`src/rtl/sprite_row_engine.sv`:
```
// Sprite-row renderer: queued draw commands are expanded into SPR_W pixels each,
// fetched from sprite ROM and written to the line buffer with flip, colour-key and clipping.
module sprite_row_engine #(
  parameter int SPR_W      = 16,
  parameter int SPR_H      = 16,
  parameter int FRAME_BITS = 8,
  parameter int COL_BITS   = 10,
  parameter int LINE_W     = 640,
  parameter int PIX_W      = 16,
  parameter int ROM_AW     = 16,
  parameter int QDEPTH     = 4
) (
  input  logic                     clk,
  input  logic                     reset,
  input  logic                     flush,
  input  logic                     cmd_valid,
  output logic                     cmd_ready,
  input  logic [COL_BITS-1:0]      cmd_col,
  input  logic [FRAME_BITS-1:0]    cmd_frame,
  input  logic [$clog2(SPR_H)-1:0] cmd_row,
  input  logic                     cmd_hflip,
  input  logic                     cmd_vflip,
  output logic [ROM_AW-1:0]        rom_addr,
  input  logic [PIX_W-1:0]         rom_q,
  output logic [COL_BITS-1:0]      pixel_col,
  output logic [PIX_W-1:0]         pixel_data,
  output logic                     wren,
  output logic                     sprite_done,
  output logic                     busy
);
  localparam int RB = $clog2(SPR_H);
  localparam int IB = $clog2(SPR_W);
  localparam int QB = $clog2(QDEPTH);
  localparam int AF = FRAME_BITS + RB + IB;
  localparam logic [QB:0]       QFULL    = (QB+1)'(QDEPTH);
  localparam logic [COL_BITS:0] LINE_LIM = (COL_BITS+1)'(LINE_W);
  localparam logic [IB-1:0]     LAST_IDX = IB'(SPR_W-1);

  typedef struct packed {
    logic [COL_BITS-1:0]   col;
    logic [FRAME_BITS-1:0] frame;
    logic [RB-1:0]         row;
    logic                  hflip;
    logic                  vflip;
  } cmd_t;

  typedef enum logic {IDLE, FETCH} state_t;

  // command FIFO
  cmd_t          fifo_mem [QDEPTH];
  logic [QB-1:0] wr_ptr, rd_ptr;
  logic [QB:0]   count;
  logic          push, pop, fifo_empty;
  cmd_t          head, in_cmd;

  assign fifo_empty = (count == '0);
  assign cmd_ready  = (count != QFULL) && !flush && !reset;
  assign push       = cmd_valid && cmd_ready;
  assign head       = fifo_mem[rd_ptr];
  assign in_cmd     = '{col: cmd_col, frame: cmd_frame, row: cmd_row,
                        hflip: cmd_hflip, vflip: cmd_vflip};

  always_ff @(posedge clk)
    if (push) fifo_mem[wr_ptr] <= in_cmd;

  always_ff @(posedge clk) begin
    if (reset || flush) begin
      wr_ptr <= '0;
      rd_ptr <= '0;
      count  <= '0;
    end else begin
      if (push) wr_ptr <= wr_ptr + 1'b1;
      if (pop)  rd_ptr <= rd_ptr + 1'b1;
      count <= count + (QB+1)'(push) - (QB+1)'(pop);
    end
  end

  // fetch FSM; s1_* describe the address currently on rom_addr
  state_t                state, state_nxt;
  logic                  issue;
  logic [FRAME_BITS-1:0] s1_frame, n_frame;
  logic [RB-1:0]         s1_row_e, n_row_e;
  logic [IB-1:0]         s1_idx, n_idx;
  logic [COL_BITS-1:0]   s1_col, n_col;
  logic                  s1_hflip, n_hflip;

  always_ff @(posedge clk) begin
    if (reset) state <= IDLE;
    else       state <= state_nxt;
  end

  always_comb begin
    state_nxt = state;
    pop       = 1'b0;
    issue     = 1'b0;
    case (state)
      IDLE: if (!fifo_empty) begin
        pop       = 1'b1;
        issue     = 1'b1;
        state_nxt = FETCH;
      end
      FETCH: begin
        if (s1_idx != LAST_IDX) issue = 1'b1;
        else if (!fifo_empty) begin
          pop   = 1'b1;
          issue = 1'b1;
        end else state_nxt = IDLE;
      end
      default: state_nxt = IDLE;
    endcase
    if (flush) begin
      pop       = 1'b0;
      issue     = 1'b0;
      state_nxt = IDLE;
    end
  end

  always_comb begin
    n_frame = s1_frame;
    n_row_e = s1_row_e;
    n_col   = s1_col;
    n_hflip = s1_hflip;
    n_idx   = s1_idx + 1'b1;
    if (pop) begin
      n_frame = head.frame;
      n_row_e = head.vflip ? RB'(SPR_H-1) - head.row : head.row;
      n_col   = head.col;
      n_hflip = head.hflip;
      n_idx   = '0;
    end
  end

  always_ff @(posedge clk) begin
    if (reset) begin
      s1_frame <= '0;
      s1_row_e <= '0;
      s1_idx   <= '0;
      s1_col   <= '0;
      s1_hflip <= 1'b0;
      rom_addr <= '0;
    end else if (issue) begin
      s1_frame <= n_frame;
      s1_row_e <= n_row_e;
      s1_idx   <= n_idx;
      s1_col   <= n_col;
      s1_hflip <= n_hflip;
      // power-of-2 geometry turns frame*W*H + row*W + idx into a concatenation
      rom_addr <= ROM_AW'({n_frame, n_row_e, n_idx});
    end
  end

  // pixel pipeline: [1] = ROM data cycle, [2] = output slot
  logic [2:1]          vld_pipe;
  logic [IB-1:0]       off;
  logic [COL_BITS:0]   s2_sum;
  logic                s2_last;

  assign off = s1_hflip ? LAST_IDX - s1_idx : s1_idx;

  always_ff @(posedge clk) begin
    if (reset || flush) begin
      vld_pipe    <= '0;
      s2_sum      <= '0;
      s2_last     <= 1'b0;
      wren        <= 1'b0;
      sprite_done <= 1'b0;
      if (reset) begin
        pixel_col  <= '0;
        pixel_data <= '0;
      end
    end else begin
      vld_pipe[1] <= (state == FETCH);
      vld_pipe[2] <= vld_pipe[1];
      s2_sum      <= (COL_BITS+1)'(s1_col) + (COL_BITS+1)'(off);
      s2_last     <= (s1_idx == LAST_IDX);
      if (vld_pipe[1]) begin
        pixel_col  <= s2_sum[COL_BITS-1:0];
        pixel_data <= rom_q;
      end
      // sum kept one bit wider so columns past the line edge clip instead of wrapping
      wren        <= vld_pipe[1] && !rom_q[PIX_W-1] && (s2_sum < LINE_LIM);
      sprite_done <= vld_pipe[1] && s2_last;
    end
  end

  assign busy = !fifo_empty || (state == FETCH) || (|vld_pipe);

endmodule

```
`config.mk`:
```
export PLATFORM = sky130hd
export DESIGN_NAME = sprite_row_engine
export DESIGN_NICKNAME = d
export VERILOG_FILES = /design/src/rtl/sprite_row_engine.sv
export SDC_FILE = /design/constraint.sdc
export NUM_CORES = 1
export LEC_CHECK = 0
export CAP_MARGIN = 20
export CORE_AREA = 2 2 126 128
export CTS_CLUSTER_DIAMETER = 120
export DETAILED_ROUTE_END_ITERATION = 8
export DIE_AREA = 0 0 128 130
export PLACE_DENSITY_LB_ADDON = 0.15
export SYNTH_ARGS = -nofsm -noshare
export SYNTH_HDL_FRONTEND = slang
export SYNTH_SLANG_ARGS = --single-unit
```
`constraint.sdc`:
```
create_clock -name clk -period 3.4 [get_ports clk]
set_input_delay 0.68 -clock clk [delete_from_list [all_inputs] [get_ports clk]]
set_output_delay 0.68 -clock clk [all_outputs]
set_load 0.01 [all_outputs]
```
==> results.cfg <==
[status]
outcome = complete, no violations

[critical_path]
ff2ff_path_depth = 11
end_kind = primary output
cpMaxStageDelayCell = clkdlybuf4s50_1
path_delay_family = buffers and inverters
path_common_cell = clkdlybuf4s50_1
crit_path_max_fanout = 17
worstPathRequired_ps = 2720
path_class = input pin to primary output
crit_path_start_kind = input pin
cp.depth = 5
arrival_ps = 2330
path_buf_inv = 3
slowest_delay_ps = 550
crit_chain = clkdlybuf4s50_1, or2_1, buf_4, a21oi_1, clkdlybuf4s50_1

[sta]
skew_ps = 13.0
slew_viol_final = 0
setup_viol = 0
finalCriticalPeriod_ps = 3010
tightest_slew_ps = 594
period_share_pct = 88.6
hold_viol_final = 0
slew_headroom_pct = 60.4
rsz0062_at_grt = no
fin_setup_tns_ps = 0
clock.fmax_ghz = 0.332

[cts]
postCtsSetupRepairBufs = 0
cts-buffers-inserted = 17
cts-root-buf = clkbuf_16
post_cts_resized = 0
clock_latency_ps = 420
cts.htree.levels = 4
cts_sinks = 175
cts_buffer_depth = 2
cts_tree = done
hold_buffers = 0
path_clk_slew_ps = 60

[synth]
yosysWarnings = 0
syn_nets = 499
yosysSeqAreaShare_pct = 70.4
synth_area_um2 = 6710
synth_ff_type = edfxtp_1
synth-seq-cells = 175
postSynthAreaPerCell_um2 = 15.2
synth_edf_count = 122
ys_async_sr_fraction_pct = 0
syn_inst = 442
ys_types = 43

[grt]
grt-ovfl-total = 0
antenna_found_initial = 0
grtUsageTotal_pct = 16.3
grt_pass1_vias = 3906
grt_pass1_wl_um = 20300
grt_start_max_net_pins = 39

[power_and_ir_drop]
irDropWorstVdd_v = 0.000342
powerDensity_nw_per_um2 = 513
leakage_nw = 2.81

[place]
port_buffers = 89
place_hpwl_um = 8030
place_congestion = 0.723

[min_path]
whs_path_depth = 1
min_path_type = flop to flop

[layout]
final_cell_mix = 122 x edfxtp_1, 89 x clkdlybuf4s50_1, 52 x dfxtp_1, 46 x nand2_1, 36 x and2_1
final_common_cell = edfxtp_1
nNetsFinal = 598
area_growth_pct = 24.2
drive_gt1_share_pct = 12.8
utilization_pct = 54.0
antennaDiodeCount = 0

[floorplan]
start_util_pct = 43.5
dieHeight_um = 130
rows = 46
die_x_um = 128
ios = 90
die_area_um2 = 16600
coreArea_um2 = 15400

[route]
postRouteAntennaNets = 0
post_drt_wl_per_cell_um = 17.1
drt_pass1_iterations = 4
vias = 3811
drc = 0
drt-vias-per-instance = 5.11
drt-initial-drc-count = 248
routed_wl_um = 12800

[run]
cap_violations = 0
## power by group
| group | total, mW | internal, mW | switching (mW) |
|---|---|---|---|
| combinational | 0.253 | 0.134 | 0.119 |
| clock | 1.68 | 0.927 | 0.758 |
| sequential | 2.34 | 2.32 | 0.0214 |
| total | 4.28 | 3.38 | 0.898 |
## cell usage after synthesis (2+ instances only)
| cell | n | area (um2) |
|---|---|---|
| a31oi_1 | 2 | 12.5 |
| o21ai_0 | 5 | 25.0 |
| or2_2 | 2 | 12.5 |
| a211oi_1 | 4 | 30.0 |
| xnor2_1 | 10 | 87.6 |
| nand2_1 | 46 | 173 |
| or2_1 | 3 | 18.8 |
| nand4_1 | 3 | 18.8 |
| xor2_1 | 5 | 43.8 |
| ha_1 | 11 | 138 |
| clkbuf_1 | 8 | 30.0 |
| a21o_1 | 2 | 15.0 |
| buf_4 | 2 | 15.0 |
| nor2_1 | 17 | 63.8 |
| nand3b_1 | 2 | 15.0 |
| nand3_1 | 7 | 35.0 |
| and2_1 | 36 | 225 |
| o2111ai_1 | 2 | 17.5 |
| inv_1 | 11 | 41.3 |
| buf_1 | 3 | 11.3 |
| buf_6 | 3 | 33.8 |
| a21oi_1 | 28 | 140 |
| nor3_1 | 5 | 25.0 |
| mux4_2 | 24 | 541 |
| dfxtp_1 | 53 | 1060 |
| fa_1 | 2 | 40.0 |
| buf_2 | 5 | 25.0 |
| edfxtp_1 | 122 | 3660 |
| or3_1 | 5 | 31.3 |
## metrics by stage
stage | instance area [um2] | std cells | total power, mW | hold WS [ps] | worst slack, ps
floorplan | 6710 | 442 | 2.50 | 372 | 658
global placement | 7830 | 714 | 2.64 | 387 | 336
detailed placement | 7830 | 714 | 2.64 | 387 | 285
CTS | 8340 | 746 | 4.32 | 396 | 374
global route | 8340 | 746 | 4.44 | 403 | 318
finish | 8340 | 746 | 4.28 | 396 | 386
## logic make-up after synthesis
family	count (synthesis)	share of synthesized area, %
AOI/OAI and AO/OA	47	4.25
adders and majority gates	13	2.65
and+or+nand+nor	132	9.93
buffers and inverters	34	2.46
muxes	26	8.37
DFF	175	70.4
xor gates and xnor gates	15	1.96
## path summary, 6_finish.rpt
check,from,to,slack (ps)
worst max-delay path,flush,cmd_ready,390
worst min-delay path,s2_sum[10],wren,400
worst max register to register,rom_addr[0],count[2],920
worst min register to register,s2_sum[10],wren,400
## sequential cells by signal, summed over array words and instances, names as in the netlist, 2 cells and up, named ones only
register	count
rd_ptr	2
pixel_col	10
wr_ptr	2
rom_addr	16
vld_pipe	2
pixel_data	16
fifo_mem	96
s1_col	10
s2_sum	11
count	3
## layer usage
metal	part of all wire (%)	GRT usage (%)
met1	45	20.5
met2	49	27.6
met3	5.3	3.69
met4	0.92	6.40
met5	0	0
## layout make-up
| type | instances | area (um2) |
|---|---|---|
| Sequential cell | 175 | 4730 |
| Tap cell | 192 | 240 |
| Fill cell | 1264 | 7090 |
| Clock buffer | 21 | 440 |
| Multi-Input combinational cell | 233 | 1830 |
| Clock inverter | 11 | 71.3 |
| Timing Repair Buffer | 102 | 988 |
| Inverter | 12 | 45.0 |
No activity file was read; power rests on OpenSTA's default activity.
